===== config.mk =====
export PLATFORM = sky130hd
export DESIGN_NAME = spi_master
export DESIGN_NICKNAME = d
export VERILOG_FILES = /design/src/rtl/spi_pkg.sv /design/src/rtl/spi_clk_div.sv /design/src/rtl/spi_master.sv
export SDC_FILE = /design/constraint.sdc
export NUM_CORES = 1
export LEC_CHECK = 0
export ABC_AREA = 1
export CAP_MARGIN = 20
export CORE_MARGIN = 4
export CORE_UTILIZATION = 45
export DETAILED_ROUTE_END_ITERATION = 10
export DONT_BUFFER_PORTS = 1
export GPL_TIMING_DRIVEN = 1
export MAX_ROUTING_LAYER = met4
export SLEW_MARGIN = 10
export SYNTH_ARGS = -nofsm -noshare
export SYNTH_HDL_FRONTEND = slang
export SYNTH_HIERARCHICAL = 1
export SYNTH_SLANG_ARGS = --single-unit

===== constraint.sdc =====
create_clock -name clk -period 1.3 [get_ports clk]
set_input_delay 0.065 -clock clk [delete_from_list [all_inputs] [get_ports clk]]
set_output_delay 0.065 -clock clk [all_outputs]
set_load 0.05 [all_outputs]

===== src/rtl/spi_pkg.sv =====
// Shared SPI types and sizing helpers.
// No logic; no latency.
// No flow control.
package spi_pkg;

    localparam int SPI_WIDTH = 8;

    typedef enum logic [1:0] {
        IDLE,
        LOW,
        HIGH,
        TAIL
    } spi_state_e;

    // Counter width able to hold div-1 (minimum 1 bit).
    function automatic int cnt_width(input int div);
        return (div < 2) ? 1 : $clog2(div);
    endfunction

endpackage


===== src/rtl/spi_clk_div.sv =====
// Reloadable down-counter; tick_o is high while the count is zero.
// A reload followed by DIV-1 decrements gives a tick every DIV cycles.
// No flow control; load_i wins over counting.
module spi_clk_div
    import spi_pkg::*;
#(
    parameter int DIV = 4,
    parameter int W   = cnt_width(DIV)
) (
    input  logic clk,
    input  logic rst,
    input  logic load_i,
    output logic tick_o
);

    localparam logic [W-1:0] RELOAD = W'(DIV - 1);

    logic [W-1:0] count_q;
    logic [W-1:0] count_d;

    always_comb begin
        count_d = count_q;
        if (load_i) begin
            count_d = RELOAD;
        end else if (count_q != '0) begin
            count_d = count_q - W'(1);
        end
    end

    always_ff @(posedge clk) begin
        if (rst) begin
            count_q <= RELOAD;
        end else begin
            count_q <= count_d;
        end
    end

    assign tick_o = (count_q == '0);

endmodule


===== src/rtl/spi_master.sv =====
// SPI mode-0 master, MSB first, 8-bit frames; hold_ss keeps ssel low between frames.
// Frame: busy for 17*CLK_DIV cycles, then a one-cycle done with rxData valid.
// start is accepted only when idle; requests while busy are dropped, never queued.
module spi_master
    import spi_pkg::*;
#(
    parameter int CLK_DIV = 4
) (
    input  logic                 clk,
    input  logic                 rst,
    input  logic                 start,
    input  logic [SPI_WIDTH-1:0] txData,
    input  logic                 hold_ss,
    output logic                 busy,
    output logic                 done,
    output logic [SPI_WIDTH-1:0] rxData,
    output logic                 sck,
    output logic                 mosi,
    input  logic                 miso,
    output logic                 ssel
);

    spi_state_e           state_q, state_d;
    logic [SPI_WIDTH-1:0] tx_q, tx_d;
    logic [SPI_WIDTH-1:0] rx_q, rx_d;
    logic [SPI_WIDTH-1:0] rxdata_q, rxdata_d;
    logic [2:0]           bit_q, bit_d;
    logic                 sck_q, sck_d;
    logic                 mosi_q, mosi_d;
    logic                 ssel_q, ssel_d;
    logic                 busy_q, busy_d;
    logic                 done_q, done_d;
    logic                 tick;

    // Counter is held at reload in IDLE and reloads on every phase change.
    spi_clk_div #(.DIV(CLK_DIV)) u_clk_div (
        .clk    (clk),
        .rst    (rst),
        .load_i ((state_q == IDLE) || tick),
        .tick_o (tick)
    );

    always_ff @(posedge clk) begin
        if (rst) begin
            state_q  <= IDLE;
            tx_q     <= '0;
            rx_q     <= '0;
            rxdata_q <= '0;
            bit_q    <= '0;
            sck_q    <= 1'b0;
            mosi_q   <= 1'b0;
            ssel_q   <= 1'b1;
            busy_q   <= 1'b0;
            done_q   <= 1'b0;
        end else begin
            state_q  <= state_d;
            tx_q     <= tx_d;
            rx_q     <= rx_d;
            rxdata_q <= rxdata_d;
            bit_q    <= bit_d;
            sck_q    <= sck_d;
            mosi_q   <= mosi_d;
            ssel_q   <= ssel_d;
            busy_q   <= busy_d;
            done_q   <= done_d;
        end
    end

    always_comb begin
        state_d = state_q;
        case (state_q)
            IDLE:    if (start && !busy_q) state_d = LOW;
            LOW:     if (tick) state_d = HIGH;
            HIGH:    if (tick) state_d = (bit_q == 3'd0) ? TAIL : LOW;
            TAIL:    if (tick) state_d = IDLE;
            default: state_d = IDLE;
        endcase
    end

    always_comb begin
        tx_d     = tx_q;
        rx_d     = rx_q;
        rxdata_d = rxdata_q;
        bit_d    = bit_q;
        sck_d    = sck_q;
        mosi_d   = mosi_q;
        ssel_d   = ssel_q;
        busy_d   = busy_q;
        done_d   = 1'b0;
        case (state_q)
            IDLE: begin
                if (start && !busy_q) begin
                    tx_d   = txData;
                    bit_d  = 3'd7;
                    mosi_d = txData[SPI_WIDTH-1];
                    ssel_d = 1'b0;
                    busy_d = 1'b1;
                end
            end
            LOW: begin
                if (tick) begin
                    sck_d = 1'b1;
                    rx_d  = {rx_q[SPI_WIDTH-2:0], miso};
                end
            end
            HIGH: begin
                if (tick) begin
                    sck_d = 1'b0;
                    if (bit_q != 3'd0) begin
                        tx_d   = tx_q << 1;
                        mosi_d = tx_q[SPI_WIDTH-2];
                        bit_d  = bit_q - 3'd1;
                    end
                end
            end
            TAIL: begin
                if (tick) begin
                    busy_d   = 1'b0;
                    done_d   = 1'b1;
                    rxdata_d = rx_q;
                    ssel_d   = ~hold_ss;
                    mosi_d   = 1'b0;
                end
            end
            default: ;
        endcase
    end

    assign busy   = busy_q;
    assign done   = done_q;
    assign rxData = rxdata_q;
    assign sck    = sck_q;
    assign mosi   = mosi_q;
    assign ssel   = ssel_q;

endmodule


# After elaboration in Yosys (flattened, before gate mapping)
# Index checks and enable logic that the tools add are counted.
# Widths: inputs -> output; s select.
# op_classes
add_sub_neg	2
n_eq_ne	8
n_mux	27
bitwise	2
n_reduce_logical	21
# op_table
cell	count
$mux 7	3
$pmux 7 s2	1
$mux 2	5
$mux 1	9
$mux 3	3
$ne 2x2->1 const B	4
$pmux 2 s4	1
$reduce_and 4->1	2
$reduce_bool 2->1	4
$pmux 1 s2	3
$pmux 3 s2	1
$reduce_and 3->1	2
$reduce_bool 3->1	2
$reduce_and 5->1	1
$eq 2x2->1 const B	2
$logic_not 2->1	2
$reduce_and 2->1	2
$reduce_or 2->1	2
$logic_not 3->1	1
$pmux 1 s3	1
$sub 3x1->3 const B	1
$eq 2x1->1 const B	1
$ne 2x1->1 const B	1
$not 1->1	2
other kinds (4)	4
# totals
reg_bits	35
in_bits	13
output_inout_bits	13

# Depth between registers and ports, before layout
# Gate-level depths: netlist (run 1).
# logic_depth
depth_word	4
mapped_depth	11

# Cells and area by module
# The synthesis (run 1) kept the hierarchy.
# modules_own_cells
module	instances	cells_per_inst	area_per_inst_um2
spi_master	1	226	1537.7
spi_clk_div	1	15	116.4

# Least setup slack after synthesis (run 1)
# No wires, ideal clock.
# synth_timing
path_kind	register -> register
from	register state_q[0]
to	register tx_q[2]
arrival_time_ps	1319
slack_ps	-132
stages_incl_launch_ff	11
path_buffers	2
synth_period_minus_slack_ps	1432
path_cell_list	dfxtp_1 inv_1 ha_1 buf_6 nand2_2 inv_1 nor2_2 nand3_2 buf_6 nor2_1 nor2_1
# synth_via
elab_chain_cells	3
elab_cells_between_ends	8
classes_between	eq/ne: 4; mux: 1; reduce/logical: 3
# synth_rtl
item	line_no	rtl
start, declared	spi_master.sv:23	spi_state_e state_q, state_d;
start signal, assigned	spi_master.sv:56	state_q <= state_d;
$eq 2x2->1 / $logic_not 2->1 (equally long branches)	spi_master.sv:90	case (state_q)
$ne 2x2->1 (no source line) (tied with other cells)	n/a	
$reduce_and 4->1 (no source line)	n/a	
end signal, assigned	spi_master.sv:57	tx_q <= tx_d;
end, declared	spi_master.sv:24	logic [SPI_WIDTH-1:0] tx_q, tx_d;
# Several ways; a longest one is shown, not always the timed one.
# A chain may end at the register's enable or synchronous reset.

# Worst setup path after layout (run 1)
# layout_timing
from	register bit_q[0]
to	register tx_q[1]
# layout_via
elab_chain_cells	3
# layout_rtl
item	line_no	rtl
start, declared	spi_master.sv:27	logic [2:0] bit_q, bit_d;
start signal, assigned	spi_master.sv:60	bit_q <= bit_d;
$reduce_bool 3->1	spi_master.sv:109	if (bit_q != 3'd0) begin
$ne 2x2->1 (no source line)	n/a	
$reduce_and 4->1 (no source line)	n/a	
# No other way between the ends.

==> impl_table.tex, run 1 <==
\begin{tabular}{lr}
\hline
Metric & Value \\
\hline
\multicolumn{2}{l}{\textbf{Run status}} \\
\quad Violations in the final reports & negative setup slack \\
\quad Outcome & finished, violations left \\
\multicolumn{2}{l}{\textbf{Worst setup path}} \\
\quad Worst r2r path cells & 10 \\
\quad Slowest stage cell, crit path & dfxtp\_2 \\
\quad Beginning of the worst register-to-register path & bit\_q[0]\$\_SDFFE\_PP0P\_ \\
\quad Data arrival time of the worst path & 1.59 ns \\
\quad Category of the critical setup timing path & flop to flop \\
\quad Stage delay of the slowest cell on the critical path & 0.33 ns \\
\quad Reg2Reg Capture Point & tx\_q[1]\$\_SDFFE\_PP0P\_ \\
\quad Type of element launching the critical path & flop \\
\quad Crit. End Element & flop \\
\quad Req. time, crit path & 1.49 ns \\
\quad Reg2reg setup slack & -0.10 ns \\
\quad Crit-path cells & inv\_2 -> ha\_4 -> ha\_4 -> nand2\_4 -> inv\_4 -> nor2\_4 -> buf\_6 -> nand3\_4 -> nor2\_1 -> nor2\_1 \\
\quad Highest net fanout along the worst path & 6 \\
\multicolumn{2}{l}{\textbf{Clocking}} \\
\quad TritonCTS Buffers & 5 \\
\quad Clock sinks & 35 \\
\quad Clock tree from TritonCTS & built \\
\quad Clock latency on the worst-skew pair & 0.29 ns \\
\quad Reg clk slew, reported paths & 0.07 ns \\
\quad Library cell used as clock root buffer & clkbuf\_8 \\
\quad H-Tree Level Count & 2 \\
\quad Largest buffer count on any clock path & 2 \\
\multicolumn{2}{l}{\textbf{Cells and area}} \\
\quad Post-Layout Inst Area & 2397 um2 \\
\quad Count of fill cells added during filler insertion & 283 \\
\quad Area occupied by registers & 711.9 um2 \\
\quad Net count reported at finish & 311 \\
\quad Post-route insts no fill & 336 \\
\quad Area of the multi-input gates & 998.5 um2 \\
\quad Final Core Density & 0.6965 \\
\quad Area Growth Syn to Fin & 44.93\% \\
\quad Number of antenna repair diodes & 0 \\
\quad Fraction of layout cells with a size suffix above 1 & 0.3483 \\
\multicolumn{2}{l}{\textbf{Routing}} \\
\quad Drt first pass iters & 4 \\
\quad Initial drt markers & 95 \\
\quad Via count & 1557 \\
\quad DRC viols & 0 \\
\quad WL/cell & 11.74 um \\
\quad Antenna viol nets, final & 0 \\
\quad Routed Wire Length & 3943 um \\
\quad Average via count per standard cell & 4.634 \\
\multicolumn{2}{l}{\textbf{Pwr}} \\
\quad Pwr/cell area & 1953 nW/um2 \\
\quad Worst-case vdd ir drop & 0.8559 mV \\
\quad Leakage power & 1.127 nW \\
\multicolumn{2}{l}{\textbf{Synthesis}} \\
\quad Predominant post-synthesis flop cell & dfxtp\_1 \\
\quad Post-synthesis net count & 263 \\
\quad Cell count after synthesis & 241 \\
\quad Most instantiated library cell after synthesis & nand2\_1 \\
\quad Synth cell types & 17 \\
\quad Number of flops mapped to enable cells by yosys & 0 \\
\quad Biggest area consumer among synthesized cells & dfxtp\_1 \\
\quad Synthesis-stage register bit count & 35 \\
\quad Per-instance average area after synthesis & 6.863 um2 \\
\quad Leading post-synthesis cells by instance count & nand2\_1 (56), nor2\_1 (55), dfxtp\_1 (35) \\
\quad Dominant cells by area after synthesis & dfxtp\_1 (42\%), nand2\_1 (13\%), nor2\_1 (12\%) \\
\quad Fraction of the yosys area taken by sequential cells & 0.4236 \\
\quad Ys Warns & 6 \\
\quad Total standard cell area after synthesis & 1654 um2 \\
\quad Share of Yosys cell area claimed by the top area cell type & 0.4236 \\
\quad Async set or reset register ratio after synthesis & 0 \\
\multicolumn{2}{l}{\textbf{GRT}} \\
\quad Antenna violations before repair & 0 \\
\quad Number of global-route vias before repair & 1400 \\
\quad Maximum number of pins on one net before global-route repair & 24 \\
\quad Total global routing overflow & 0 \\
\quad Wire length of the first global-routing pass & 6141 um \\
\quad Combined global-route utilization of all metal layers & 0.1837 \\
\multicolumn{2}{l}{\textbf{Worst hold path}} \\
\quad Capture endpoint of the worst hold path & tx\_q[1]\$\_SDFFE\_PP0P\_ \\
\quad Start point of the worst min-delay path & txData[1] \\
\quad Class of the tightest hold or removal check & primary input to flop \\
\quad Hold path cells & 4 \\
\multicolumn{2}{l}{\textbf{Floorplanning}} \\
\quad Die Area & 4709 um2 \\
\quad Cell row count & 21 \\
\quad Vertical die dimension & 68.63 um \\
\quad X dimension of the die & 68.63 um \\
\quad I/O pin count & 26 \\
\quad Area of the core & 3442 um2 \\
\quad Starting density of the core & 0.4806 \\
\multicolumn{2}{l}{\textbf{Place}} \\
\quad Cell total after placement & 318 \\
\quad Final HPWL from detailed placement & 2563 um \\
\quad Buffers on Ports & 0 \\
\quad Post-place instance area & 2027 um2 \\
\quad Gp weighted congestion & 0.8518 \\
\multicolumn{2}{l}{\textbf{Timing}} \\
\quad Finish-stage setup viols & 13 \\
\quad Worst clock skew & 0.006747 ns \\
\quad Final critical-path share of the clock period & 1.078 \\
\quad Slew at the pin closest to its max-slew limit & 0.4809 ns \\
\quad Final setup margin & -0.1018 ns \\
\quad Unrepaired setup endpoints after global routing & true \\
\quad Slew Viols, Final & 0 \\
\quad Final hold violation count & 0 \\
\quad Worst relative slew slack & 0.6789 \\
\quad Min Tclk post-route & 1.402 ns \\
\quad FMAX & 0.7134 GHz \\
\multicolumn{2}{l}{\textbf{Flow run}} \\
\quad Max-cap check violation count & 0 \\
\hline
\end{tabular}
[cell type report]
type	instances	area share
inverter	31	0.05167
sequential	35	0.2970
clock buffer	7	0.04019
multi-input combinational	170	0.4165
clock inverter	1	0.003132
timing repair buffer	46	0.1675
tap	46	0.02401
[kinds of logic (layout without fill, tap and decap cells)]
group / Yosys count / after routing / share of synthesized area
AND/OR/NAND/NOR: 127 / 128 / 0.3116
buffers and inverters: 37 / 85 / 0.09530
AO/OA/AOI/OAI: 33 / 33 / 0.1014
flip-flops: 35 / 35 / 0.4236
adder cells (fa/ha/maj): 9 / 9 / 0.06808
[timing repair]
item / CTS / global route
hold buffers: 3 / 0
hold endpoints to repair: 8 / 0
setup endpoints to repair: 25 / 25
buffers inserted: 3 / 3
pin swaps: 7 / 12
resized for setup: 24 / 29
gates cloned: 1 / 0
[metal layers]
metal	routed length (um)	global-route usage	part of all wire	vias to the layer above
met5	0	-	0	-
met4	91	0.08437	0.023	0
met3	148	0.04862	0.038	11
met2	1905	0.3099	0.48	26
met1	1798	0.2012	0.46	679
li1	-	-	-	841
[power by group]
part | leakage (nW) | internal, mW | switching (mW)
Clock | 0.0505 | 0.482 | 0.395
Sequential | 0.288 | 1.29 | 0.106
Combinational | 0.789 | 1.06 | 1.35
Total | 1.13 | 2.84 | 1.85
[critical path: cells and delay by family, from the launching register on]
kind,cells,cell delay [ns]
AND/OR/NAND/NOR,5,0.46
flip-flops,1,0.33
adder cells (fa/ha/maj),2,0.30
buffers and inverters,3,0.21
[stage by stage]
step / hold slack, ns / setup TNS [ns] / power (mW) / setup slack [ns]
6_report: 0.01057 / -0.7311 / 4.683 / -0.1018
5_1_grt: 0.02194 / -1.874 / 5.029 / -0.1781
4_1_cts: 0.007301 / -0.2580 / 4.434 / -0.05754
3_5_place_dp: 0.1316 / -1.812 / 3.201 / -0.1949
3_3_place_gp: 0.1298 / -1.279 / 3.170 / -0.1508
2_1_floorplan: 0.1267 / -0.2418 / 2.657 / -0.03831
[state kept, by name, indices dropped and copies added, names as in the netlist]
signal             count
bit_q                  3
busy                   1
done                   1
mosi                   1
rxData                 8
rx_q                   8
sck                    1
ssel                   1
state_q                2
tx_q                   7
u_clk_div/count_q      2
[how the worst max path moves through the flow]
stage,from,endpoint,slack [ns],cells after the start
4_1_cts,bit_q[0]$_SDFFE_PP0P_,tx_q[2]$_SDFFE_PP0P_,-0.06,10
2_1_floorplan,state_q[0]$_SDFFE_PP0P_,tx_q[2]$_SDFFE_PP0P_,-0.04,10
5_1_grt,bit_q[0]$_SDFFE_PP0P_,tx_q[6]$_SDFFE_PP0P_,-0.18,11
6_report,bit_q[0]$_SDFFE_PP0P_,tx_q[1]$_SDFFE_PP0P_,-0.10,10
3_5_place_dp,bit_q[1]$_SDFFE_PP0P_,tx_q[2]$_SDFFE_PP0P_,-0.19,10
3_3_place_gp,bit_q[1]$_SDFFE_PP0P_,tx_q[6]$_SDFFE_PP0P_,-0.15,9
[layout by cell type (no fill, tap or decap), types with 4 or more instances in the layout]
| cell | Yosys | final |
|---|---|---|
| dfxtp_1 | 35 | 30 |
| o21ai_0 | 25 | 21 |
| buf_4 | 0 | 37 |
| nand2_1 | 56 | 49 |
| nand3_1 | 7 | 4 |
| inv_1 | 29 | 20 |
| nor2_1 | 55 | 51 |
| ha_4 | 0 | 6 |
| a21oi_1 | 7 | 5 |
| nor2_4 | 0 | 5 |
| nand2_2 | 2 | 7 |
| nand3_2 | 2 | 4 |
| inv_2 | 2 | 8 |
| clkbuf_8 | 0 | 7 |
(Power assumes the default switching activity.)
==> run 2, diff against run 1 <==
- CORE_UTILIZATION: 45 -> 25
==> run 2 against run 1 <==
  * Critical path type unchanged
  * Largest cell class unchanged
  * Highest routed layer unchanged
  * The run still ends with negative setup slack left
  * Setup slack improved by 0.037 ns
  * Register-to-register slack improved by 0.04 ns
  * Largest power group unchanged
  * Sequential share of layout area increased by 0.22 points
==> impl_table.tex, run 2 (same netlist as run 1, synthesis figures left out) <==
\begin{tabular}{lr}
\hline
Metric & Value \\
\hline
\multicolumn{2}{l}{\textbf{Routing}} \\
\quad DRC viols & 0 (unchanged) \\
\quad Antenna viol nets, final & 0 (unchanged) \\
\quad Average via count per standard cell & 4.282 (-7.6\%) \\
\quad Initial drt markers & 32 (-66\%) \\
\quad Routed Wire Length & 3804 um (-3.5\%) \\
\quad Via count & 1550 (-0.45\%) \\
\quad WL/cell & 10.51 um (-10\%) \\
\quad Drt first pass iters & 4 (unchanged) \\
\multicolumn{2}{l}{\textbf{Floorplanning}} \\
\quad Vertical die dimension & 89.34 um (+30\%) \\
\quad Area of the core & 6386 um2 (+86\%) \\
\quad X dimension of the die & 89.34 um (+30\%) \\
\quad Starting density of the core & 0.2590 (-0.2215) \\
\quad Die Area & 7982 um2 (+69\%) \\
\quad Cell row count & 29 (+38\%) \\
\quad I/O pin count & 26 (unchanged) \\
\multicolumn{2}{l}{\textbf{Timing}} \\
\quad Slew Viols, Final & 0 (unchanged) \\
\quad FMAX & 0.7328 GHz (+2.7\%) \\
\quad Final setup margin & -0.06460 ns (+0.03717 ns) \\
\quad Slew at the pin closest to its max-slew limit & 0.4904 ns (+0.009449 ns) \\
\quad Min Tclk post-route & 1.365 ns (-0.03717 ns) \\
\quad Finish-stage setup viols & 12 (-1) \\
\quad Final total negative setup slack & -0.4233 ns (+0.3077 ns) \\
\quad Final critical-path share of the clock period & 1.050 (-0.02859) \\
\quad Unrepaired setup endpoints after global routing & true \\
\quad Final hold violation count & 0 (unchanged) \\
\quad Worst relative slew slack & 0.6726 (-0.006308) \\
\quad Worst clock skew & 0.008366 ns (+0.001619 ns) \\
\quad Hold WS & 0.01275 ns (+0.002180 ns) \\
\multicolumn{2}{l}{\textbf{Worst setup path}} \\
\quad Crit-path cells & buf\_6 -> ha\_4 -> nand2\_4 -> inv\_4 -> nor2\_4 -> nand3\_4 -> nand2\_1 -> nand2\_1 -> nor2\_1 \\
\quad Combined buffer and inverter count along the critical path & 2 (-1) \\
\quad Kind of cell adding the most delay to the critical path & simple AND/OR/NAND/NOR gates \\
\quad Req. time, crit path & 1.53 ns (+0.04 ns) \\
\quad Slowest stage cell, crit path & dfxtp\_4 \\
\quad Type of element launching the critical path & flop \\
\quad Data arrival time of the worst path & 1.59 ns (about the same) \\
\quad Critical path startpoint & state\_q[1]\$\_SDFFE\_PP0P\_ \\
\quad Crit. End Element & flop \\
\quad Worst r2r path cells & 9 (-1) \\
\quad Beginning of the worst register-to-register path & state\_q[1]\$\_SDFFE\_PP0P\_ \\
\quad Highest net fanout along the worst path & 7 (+1) \\
\quad Worst path most repeated cell & nand2\_1 \\
\quad Category of the critical setup timing path & flop to flop \\
\quad Stage delay of the slowest cell on the critical path & 0.38 ns (+0.05 ns) \\
\quad Reg2Reg Capture Point & tx\_q[6]\$\_SDFFE\_PP0P\_ \\
\quad Reg2reg setup slack & -0.06 ns (+0.04 ns) \\
\multicolumn{2}{l}{\textbf{GRT}} \\
\quad Wire length of the first global-routing pass & 6361 um (+3.6\%) \\
\quad Maximum number of pins on one net before global-route repair & 13 (-46\%) \\
\quad Number of global-route vias before repair & 1477 (+5.5\%) \\
\quad Antenna violations before repair & 0 (unchanged) \\
\quad Total global routing overflow & 0 (unchanged) \\
\quad Combined global-route utilization of all metal layers & 0.1052 (-0.07849) \\
\multicolumn{2}{l}{\textbf{Pwr}} \\
\quad Pwr/cell area & 1888 nW/um2 (-3.3\%) \\
\quad Internal power contribution & 2.703 mW (-4.7\%) \\
\quad Share of total power in the clock network & 0.169 (-0.018) \\
\quad Sw Share & 0.3985 (+0.003984) \\
\quad Part of the total power dissipated in combinational logic & 0.516 (+0.002) \\
\quad Total power after layout & 4.493 mW (-4.0\%) \\
\quad P\_sw & 1.791 mW (-3.1\%) \\
\quad Leakage power & 1.105 nW (-2.0\%) \\
\quad Worst-case vdd ir drop & 0.6979 mV (-18\%) \\
\quad Seq pwr share & 0.315 (+0.016) \\
\multicolumn{2}{l}{\textbf{Cells and area}} \\
\quad Net count reported at finish & 307 (-1.3\%) \\
\quad Most common cell after layout, fill and taps aside & nor2\_1 \\
\quad Area Growth Syn to Fin & 43.87\% \\
\quad Fraction of layout cells with a size suffix above 1 & 0.3123 (-0.03600) \\
\quad Post-route insts no fill & 362 (+7.7\%) \\
\quad Post-Layout Inst Area & 2380 um2 (-0.73\%) \\
\quad Number of antenna repair diodes & 0 (unchanged) \\
\quad Most frequent cells in the layout & nor2\_1 (53), nand2\_1 (48), buf\_4 (33), dfxtp\_1 (30), inv\_1 (22) \\
\multicolumn{2}{l}{\textbf{Worst hold path}} \\
\quad Hold path cells & 4 (unchanged) \\
\quad Class of the tightest hold or removal check & primary input to flop \\
\quad Capture endpoint of the worst hold path & tx\_q[1]\$\_SDFFE\_PP0P\_ \\
\quad Start point of the worst min-delay path & txData[1] \\
\multicolumn{2}{l}{\textbf{Clocking}} \\
\quad Reg clk slew, reported paths & 0.07 ns (about the same) \\
\quad Library cell used as clock root buffer & clkbuf\_8 \\
\quad TritonCTS Buffers & 5 (unchanged) \\
\quad Clock latency on the worst-skew pair & 0.29 ns (about the same) \\
\quad H-Tree Level Count & 2 (unchanged) \\
\quad Largest buffer count on any clock path & 2 (unchanged) \\
\quad Clock tree from TritonCTS & built \\
\quad Clock sinks & 35 (unchanged) \\
\multicolumn{2}{l}{\textbf{Run status}} \\
\quad Outcome & finished, violations left \\
\quad Violations in the final reports & negative setup slack \\
\multicolumn{2}{l}{\textbf{Place}} \\
\quad Buffers on Ports & 0 (unchanged) \\
\quad Cell total after placement & 347 (+9.1\%) \\
\quad Post-place instance area & 2038 um2 (+0.56\%) \\
\quad Final HPWL from detailed placement & 2700 um (+5.3\%) \\
\quad Gp weighted congestion & 0.7713 (-9.5\%) \\
\multicolumn{2}{l}{\textbf{Flow run}} \\
\quad Max-cap check violation count & 0 (unchanged) \\
\hline
\end{tabular}
[run 2: cell types whose count changed in the layout (fill, tap and decap cells not counted), moves of 2 or more]
cell      previous run  this run
o21ai_1              3         6
inv_1               20        22
buf_4               37        33
o21ai_0             21        19
nor2_1              51        53
nor2_4               5         3
nand3_2              4         1
inv_2                8         6
nand3_1              4         7
clkbuf_8             7         5
[run 2: area by class of cell]
cell class                      count  area (um2)
Clock buffer                        5       68.82
Tap cell                           77       96.34
Timing Repair Buffer               42       380.4
Multi-Input combinational cell    170       984.7
Fill cell                         672        4006
Clock inverter                      2       13.76
Inverter                           31       123.9
Sequential cell                    35       711.9
[run 2: power by group through the flow]
stage	clock (mW)	sequential [mW]	combinational, mW
CTS	0.803	1.40	2.08
floorplan	0	1.53	1.12
global placement	0	1.40	1.73
detailed placement	0	1.41	1.74
global route	0.854	1.44	2.59
finish	0.759	1.42	2.32
[run 2: repair_timing]
| action | 4_1_cts | 5_1_grt |
|---|---|---|
| resized for setup | 23 | 24 |
| buffers inserted | 2 | 2 |
| hold buffers | 3 | 0 |
| setup endpoints to repair | 24 | 29 |
| endpoints found under the hold margin | 8 | 0 |
| pin swaps | 14 | 13 |
| cloned | 1 | 0 |
[run 2: worst max path at each step]
stage                                  to  depth (start not counted)
floorplan            tx_q[2]$_SDFFE_PP0P_                         10
global placement    bit_q[0]$_SDFFE_PP0P_                          9
detailed placement  bit_q[1]$_SDFFE_PP0P_                          9
CTS                  tx_q[4]$_SDFFE_PP0P_                         10
global route         tx_q[3]$_SDFFE_PP0P_                          7
finish               tx_q[6]$_SDFFE_PP0P_                          9
[run 2: stage by stage]
step / util / setup WS [ns]
6_report: 0.3726 / -0.06460
5_1_grt: 0.3726 / -0.1543
4_1_cts: 0.3562 / -0.04792
3_5_place_dp: 0.3192 / -0.1647
3_3_place_gp: 0.3192 / -0.1483
2_1_floorplan: - / -0.03831
[run 2: worst register-to-register path, delay by kind of cell (launching register included)]
| family | cells | cell delay (ns) |
|---|---|---|
| adder cells (fa/ha/maj) | 1 | 0.17 |
| flip-flops | 1 | 0.38 |
| buffers and inverters | 2 | 0.16 |
| AND/OR/NAND/NOR | 6 | 0.59 |
[run 2: per-layer routing]
layer	track usage	share of wire	vias up
met2	0.1628	0.47	22
met5	-	0	-
met3	0.03594	0.056	3
met4	0.03654	0.010	0
li1	-	-	831
met1	0.1274	0.46	694
